### config.mk
export PLATFORM = sky130hd
export DESIGN_NAME = vga_ctrl_sequencer_flat
export DESIGN_NICKNAME = d
export VERILOG_FILES = /design/src/rtl/vga_ctrl_sequencer_if.sv /design/src/rtl/vga_ctrl_sequencer.sv /design/src/flat_wrapper.sv
export SDC_FILE = /design/constraint.sdc
export NUM_CORES = 1
export LEC_CHECK = 0
export CAP_MARGIN = 20
export CORE_ASPECT_RATIO = 0.9
export CORE_MARGIN = 5
export CORE_UTILIZATION = 36
export CTS_CLUSTER_DIAMETER = 200
export CTS_CLUSTER_SIZE = 10
export DETAILED_ROUTE_END_ITERATION = 8
export PLACE_DENSITY = 0.77
export SLEW_MARGIN = 15
export SYNTH_ARGS = -nofsm -noshare
export SYNTH_HDL_FRONTEND = slang
export SYNTH_SLANG_ARGS = --single-unit
### constraint.sdc
create_clock -name clk -period 1.5 [get_ports clk]
set_input_delay 0.45 -clock clk [delete_from_list [all_inputs] [get_ports clk]]
set_output_delay 0.45 -clock clk [all_outputs]
set_load 0.01 [all_outputs]
### src/rtl/vga_ctrl_sequencer_if.sv
// -----------------------------------------------------------------------------
// vga_ctrl_sequencer_if
//   Bundles the signals between the AGC core and the VGA control sequencer.
//
//   master : AGC side; drives gain_in, gain_valid and freeze, and watches the
//            sequencer status.
//   slave  : sequencer side; consumes the gain request and drives the
//            thermometer bus and the status outputs.
//
//   gain_in      [5:0]  requested gain code
//   gain_valid          single-cycle strobe qualifying gain_in
//   freeze              hold all sequencer state while high
//   vga_control  [63:0] thermometer code to the VGA chain
//   cur_gain     [5:0]  gain code currently applied
//   busy                sequencer is not idle
//   settled             one-cycle pulse when a settle period completes
// -----------------------------------------------------------------------------
interface vga_ctrl_sequencer_if;
  logic [5:0]  gain_in;
  logic        gain_valid;
  logic        freeze;
  logic [63:0] vga_control;
  logic [5:0]  cur_gain;
  logic        busy;
  logic        settled;

  modport master (
    output gain_in, gain_valid, freeze,
    input  vga_control, cur_gain, busy, settled
  );

  modport slave (
    input  gain_in, gain_valid, freeze,
    output vga_control, cur_gain, busy, settled
  );
endinterface

### src/rtl/vga_ctrl_sequencer.sv
// -----------------------------------------------------------------------------
// vga_ctrl_sequencer
//   Applies the gain code chosen by the AGC search to the 64-bit thermometer
//   control bus of the VGA chain. With VGA_CTRL_SLEW_EN defined the applied
//   code moves one step every STEP_DIV cycles toward the request; without it
//   the request is applied immediately. After the target is reached the block
//   waits SETTLE_CYCLES cycles and then pulses settled.
//
//   Optional feature macro: VGA_CTRL_SLEW_EN (slew limiting; default off).
//
//   Parameters
//     STEP_DIV       clock cycles per one-code step (1..16, slew build only)
//     SETTLE_CYCLES  cycles from reaching the target to the settled pulse (1..255)
//     RESET_GAIN     gain code applied at reset
//
//   Ports
//     clk    system clock, rising edge
//     RESET  synchronous active-high reset
//     bus    vga_ctrl_sequencer_if.slave: gain request in, control/status out
// -----------------------------------------------------------------------------
module vga_ctrl_sequencer #(
  parameter int unsigned STEP_DIV      = 4,
  parameter int unsigned SETTLE_CYCLES = 8,
  parameter logic [5:0]  RESET_GAIN    = 6'd32
) (
  input  logic               clk,
  input  logic               RESET,
  vga_ctrl_sequencer_if.slave bus
);

  // Reject illegal parameter values at elaboration time.
  if (STEP_DIV < 1 || STEP_DIV > 16) begin : g_bad_step_div
    $error("vga_ctrl_sequencer: STEP_DIV must be within 1..16");
  end
  if (SETTLE_CYCLES < 1 || SETTLE_CYCLES > 255) begin : g_bad_settle_cycles
    $error("vga_ctrl_sequencer: SETTLE_CYCLES must be within 1..255");
  end

  localparam logic [7:0] SETTLE_LAST = 8'(SETTLE_CYCLES - 1);

`ifdef VGA_CTRL_SLEW_EN
  localparam logic [3:0] DIV_LAST = 4'(STEP_DIV - 1);
  typedef enum logic [1:0] {IDLE = 2'd0, SLEW = 2'd1, SETTLE = 2'd2} state_t;
`else
  typedef enum logic [1:0] {IDLE = 2'd0, SETTLE = 2'd2} state_t;
`endif

  state_t      state_q, state_d;
  logic [5:0]  target_q, target_d;
  logic [5:0]  cur_gain_q, cur_gain_d;
  logic [7:0]  settle_cnt_q, settle_cnt_d;
  logic        settled_q, settled_d;
  // A request captured while frozen; acted on in the first unfrozen cycle.
  logic        pend_q, pend_d;
`ifdef VGA_CTRL_SLEW_EN
  logic [3:0]  div_cnt_q, div_cnt_d;
  logic [5:0]  step_gain;
`endif

  // Target as seen this cycle: a strobe overrides the stored value at once so
  // the decision is taken on the newest request.
  logic [5:0]  eff_target;
  logic        req;

  always_comb begin
    eff_target = bus.gain_valid ? bus.gain_in : target_q;
    req        = bus.gain_valid | pend_q;
  end

`ifdef VGA_CTRL_SLEW_EN
  // One code toward the effective target, clamped so it can never wrap.
  always_comb begin
    step_gain = cur_gain_q;
    if (eff_target > cur_gain_q) begin
      if (cur_gain_q != 6'd63) step_gain = cur_gain_q + 6'd1;
    end else if (eff_target < cur_gain_q) begin
      if (cur_gain_q != 6'd0) step_gain = cur_gain_q - 6'd1;
    end
  end
`endif

  always_comb begin
    state_d      = state_q;
    target_d     = target_q;
    cur_gain_d   = cur_gain_q;
    settle_cnt_d = settle_cnt_q;
    settled_d    = 1'b0;
    pend_d       = pend_q;
`ifdef VGA_CTRL_SLEW_EN
    div_cnt_d    = div_cnt_q;
`endif

    // Requests are never dropped, even while frozen.
    if (bus.gain_valid) target_d = bus.gain_in;

    if (bus.freeze) begin
      if (bus.gain_valid) pend_d = 1'b1;
    end else begin
      pend_d = 1'b0;
      case (state_q)
        IDLE: begin
          if (req) begin
`ifdef VGA_CTRL_SLEW_EN
            if (eff_target != cur_gain_q) begin
              state_d   = SLEW;
              div_cnt_d = 4'd0;
            end else begin
              state_d      = SETTLE;
              settle_cnt_d = 8'd0;
            end
`else
            cur_gain_d   = eff_target;
            state_d      = SETTLE;
            settle_cnt_d = 8'd0;
`endif
          end
        end

`ifdef VGA_CTRL_SLEW_EN
        SLEW: begin
          if (eff_target == cur_gain_q) begin
            // A retarget landed on the current code: nothing left to move.
            state_d      = SETTLE;
            settle_cnt_d = 8'd0;
          end else if (div_cnt_q == DIV_LAST) begin
            div_cnt_d  = 4'd0;
            cur_gain_d = step_gain;
            if (step_gain == eff_target) begin
              state_d      = SETTLE;
              settle_cnt_d = 8'd0;
            end
          end else begin
            div_cnt_d = div_cnt_q + 4'd1;
          end
        end
`endif

        SETTLE: begin
          if (req) begin
`ifdef VGA_CTRL_SLEW_EN
            if (eff_target != cur_gain_q) begin
              state_d   = SLEW;
              div_cnt_d = 4'd0;
            end else begin
              settle_cnt_d = 8'd0;
            end
`else
            cur_gain_d   = eff_target;
            settle_cnt_d = 8'd0;
`endif
          end else if (settle_cnt_q == SETTLE_LAST) begin
            settled_d = 1'b1;
            state_d   = IDLE;
          end else begin
            settle_cnt_d = settle_cnt_q + 8'd1;
          end
        end

        default: begin
          state_d = IDLE;
        end
      endcase
    end
  end

  always_ff @(posedge clk) begin
    if (RESET) begin
      state_q      <= IDLE;
      target_q     <= RESET_GAIN;
      cur_gain_q   <= RESET_GAIN;
      settle_cnt_q <= 8'd0;
      settled_q    <= 1'b0;
      pend_q       <= 1'b0;
`ifdef VGA_CTRL_SLEW_EN
      div_cnt_q    <= 4'd0;
`endif
    end else begin
      state_q      <= state_d;
      target_q     <= target_d;
      cur_gain_q   <= cur_gain_d;
      settle_cnt_q <= settle_cnt_d;
      settled_q    <= settled_d;
      pend_q       <= pend_d;
`ifdef VGA_CTRL_SLEW_EN
      div_cnt_q    <= div_cnt_d;
`endif
    end
  end

  // Thermometer: bit i set when i <= cur_gain, so bit 0 is always on.
  logic [63:0] therm;
  for (genvar gi = 0; gi < 64; gi++) begin : g_therm
    assign therm[gi] = (6'(gi) <= cur_gain_q);
  end

  assign bus.vga_control = therm;
  assign bus.cur_gain    = cur_gain_q;
  assign bus.busy        = (state_q != IDLE);
  assign bus.settled     = settled_q & ~bus.freeze;

endmodule

### src/flat_wrapper.sv
// flat-port wrapper written by rule: the top's interface ports become plain ports
module vga_ctrl_sequencer_flat 
#(
  parameter int unsigned STEP_DIV      = 4,
  parameter int unsigned SETTLE_CYCLES = 8,
  parameter logic [5:0]  RESET_GAIN    = 6'd32
)
  (clk, RESET, bus_gain_in, bus_gain_valid, bus_freeze, bus_vga_control, bus_cur_gain, bus_busy, bus_settled);
  vga_ctrl_sequencer_if bus_i ();
  input  logic clk;
  input  logic RESET;
  input wire logic [$bits(bus_i.gain_in)-1:0] bus_gain_in;
  input wire logic [$bits(bus_i.gain_valid)-1:0] bus_gain_valid;
  input wire logic [$bits(bus_i.freeze)-1:0] bus_freeze;
  output wire logic [$bits(bus_i.vga_control)-1:0] bus_vga_control;
  output wire logic [$bits(bus_i.cur_gain)-1:0] bus_cur_gain;
  output wire logic [$bits(bus_i.busy)-1:0] bus_busy;
  output wire logic [$bits(bus_i.settled)-1:0] bus_settled;
  assign bus_i.gain_in = bus_gain_in;
  assign bus_i.gain_valid = bus_gain_valid;
  assign bus_i.freeze = bus_freeze;
  assign bus_vga_control = bus_i.vga_control;
  assign bus_cur_gain = bus_i.cur_gain;
  assign bus_busy = bus_i.busy;
  assign bus_settled = bus_i.settled;
  vga_ctrl_sequencer #(.STEP_DIV(STEP_DIV), .SETTLE_CYCLES(SETTLE_CYCLES), .RESET_GAIN(RESET_GAIN)) u_core (.clk(clk), .RESET(RESET), .bus(bus_i));
endmodule
==> impl_metrics.tcl <==
set metrics [dict create \
    cts_hold_buf 0 \
    rrSetupSlack_ps -300 \
    io_pins 82 \
    cts_tree "built" \
    finalHoldViolations 0 \
    antenna_cells 0 \
    multi_input_area_um2 1466 \
    synth_edf_count 0 \
    reg2reg_to "u_core.settle_cnt_q[2]" \
    cap_violations 0 \
    hold_path.class "reg2reg" \
    ys_ff_latch 23 \
    grt-ovfl-total 0 \
    fin_nets 393 \
    crit_start "u_core.bus.cur_gain[1]" \
    synth.distinct_cells 47 \
    clock_latency_ps 270 \
    async_flop_share 0 \
    wl_per_cell_um 25.10 \
    syn-mean-instance-area_um2 7.189 \
    critPathCapture "bus_vga_control[43]" \
    rsz0062_at_grt "yes" \
    cts-htree-levels 1 \
    reg2reg_depth 5 \
    dr.pass1.iters 4 \
    instances_no_fill 429 \
    port_buffers 80 \
    die-area_um2 5728 \
    core_area_um2 4129 \
    yosysWarnings 0 \
    drc_errors 0 \
    grt_usage 0.2712 \
    die_w_um 79.23 \
    seqCellArea_um2 486.7 \
    finalWorstSetupSlack_ps -468.1 \
    syn_area_um2 1553 \
    ys.flop_type "dfxtp_1" \
    ant_nets 0 \
    clk_path_buf_depth 2 \
    rows 22 \
    finalWirelength_mm 10.77 \
    gp_congestion 0.8949 \
    violations "setup timing" \
    synth_cells 216 \
    pre_cts_slack_ps -523.1 \
    synth_fp_nets 227 \
    finalMaxSlewViolations 0 \
    cts_root_buffer "clkbuf_8" \
    setup.worst_path.class "reg2out" \
    antenna_found_initial 0 \
    start_util 0.3761 \
    whs_ps 517.5 \
    synthToLayoutAreaGrowth_pct 142.2 \
    grt_pass1_wl_mm 12.36 \
    cts_made_buffers 3 \
    drtIter0Drc 279 \
    outcome "finished with violations" \
    ys_seq_area_frac 0.2965 \
    fillers 167 \
    vias 2704 \
    cp_max_fo 4 \
    setup_viol 74 \
    fin_crit_sh 1.312 \
    grt_pass1_vias 2312 \
    cts.sinks 23 \
    start_kind "register" \
    end_kind "primary output" \
    fin_crit_ps 1968 \
    fp.dieH_um 72.31 \
    drt-vias-per-instance 6.303 \
    timing.fmax_mhz 508.1 \
    critPathRequiredTime_ps 1050 \
    r2r_start "u_core.settle_cnt_q[7]" \
    place_inst 377 \
    total_power_uw 2344 \
    fin_tns_setup_ps -21840 \
    grt_max_degree 15 \
    ir_worst_vdd_mv 0.5856 \
    drive_gt1_frac 0.6850 \
    clkTransAtPathRegs_ps 90 \
    hpwl_mm 4.385 \
    fin_skew_ps 1.597 \
    p_leak_uw 0.001637 \
    power_density_nw_per_um2 623.3 \
    cp.arrival_ps 1520 \
]
-- what timing repair did --
action                                  4_1_cts  5_1_grt
gates resized for setup                     412      102
pin swaps                                    41       39
endpoints found under the setup margin       87       78
buffers inserted                             41       20
-- cells in the final DEF, fill, tap and decap left out, types with 6 or more instances in the layout --
cell type,count
clkdlybuf4s50_1,7
mux2i_1,6
buf_2,43
dfxtp_4,6
buf_4,35
dfxtp_1,14
buf_6,83
nand2_1,9
nor2_1,18
nor2_4,13
o21bai_1,7
-- critical path, stage by stage (launching register included) --
cell and delay (ps):
dfxtp_4 380, buf_12 130, buf_12 120, a21oi_4 200
o21ai_0 110, and2_1 170, buf_2 130
-- cell usage after synthesis, types with 2 or more instances --
library cell / instances / share of area
a211o_1: 4 / 0.023
clkbuf_1: 16 / 0.039
or2_2: 3 / 0.012
nand3_1: 8 / 0.026
o21bai_1: 9 / 0.044
a21oi_1: 8 / 0.026
nand4_1: 2 / 0.0081
nor2_1: 31 / 0.075
a211oi_1: 5 / 0.024
and3_1: 2 / 0.0081
and2_1: 3 / 0.012
a21boi_0: 8 / 0.039
nor3_1: 7 / 0.023
nand2b_1: 5 / 0.020
dfxtp_1: 23 / 0.30
o21ai_0: 12 / 0.039
inv_1: 7 / 0.017
a31oi_1: 4 / 0.016
a21o_1: 2 / 0.0097
mux2i_1: 6 / 0.039
nand2_1: 22 / 0.053
nor2b_1: 3 / 0.012
buf_1: 2 / 0.0048
-- final cells by class --
| class | count | share of cell area |
|---|---|---|
| repair buffers | 181 | 0.4411 |
| inverters | 7 | 0.01131 |
| flip-flops and latches | 23 | 0.1294 |
| multi-input cells | 166 | 0.3899 |
| clock buffers | 3 | 0.01098 |
| well taps | 48 | 0.01597 |
| clock inverters | 1 | 0.001331 |
-- report_power, final --
group	internal (uW)	total (uW)	switching [uW]
logic	635	1260	624
registers	635	680	45.1
clock network	186	406	220
-- state kept, by name, indices dropped and copies added (netlist names) --
signal and cells:
u_core.settle_cnt_q 8, u_core.bus.cur_gain 6, u_core.target_q 6, u_core.pend_q 1, u_core.settled_q 1, u_core.state_q 1
-- worst min-delay path by stage --
stage          cells after the start                      to  slack, ps                   start
6_report                           2      u_core.target_q[2]        520      u_core.target_q[2]
5_1_grt                            2      u_core.target_q[2]        570      u_core.target_q[2]
4_1_cts                            2      u_core.target_q[5]        490      u_core.target_q[5]
3_5_place_dp                       2      u_core.target_q[5]        470      u_core.target_q[5]
3_3_place_gp                       2      u_core.target_q[5]        460      u_core.target_q[5]
2_1_floorplan                      1  u_core.settle_cnt_q[7]        420  u_core.settle_cnt_q[7]
-- layer usage --
metal  up-vias  global-route usage  part of all wire
met5         -                   0                 0
met4         0              0.1107             0.066
met3        78             0.04218             0.077
met2       221              0.4794              0.48
met1      1311              0.3281              0.37
li1       1094                   -                 -
-- per-stage QoR --
step,utilization,cell area [um^2]
global placement,0.6748,2786
floorplan,-,1634
global route,0.9109,3761
detailed placement,0.6748,2786
CTS,0.7912,3267
finish,0.9109,3761
-- cell families (layout without fill, tap and decap cells) --
kind of cell    count (synthesis)  in the layout  share of synthesized area
simple gates                   95             95                     0.2957
flops                          23             23                     0.2965
other cells                     1              1                   0.002415
mux                             6              6                    0.03868
fa+ha+maj                       1              1                   0.008057
buf+inv                        27            192                    0.06850
compound gates                 63             63                     0.2901
(Power assumes the default switching activity.)
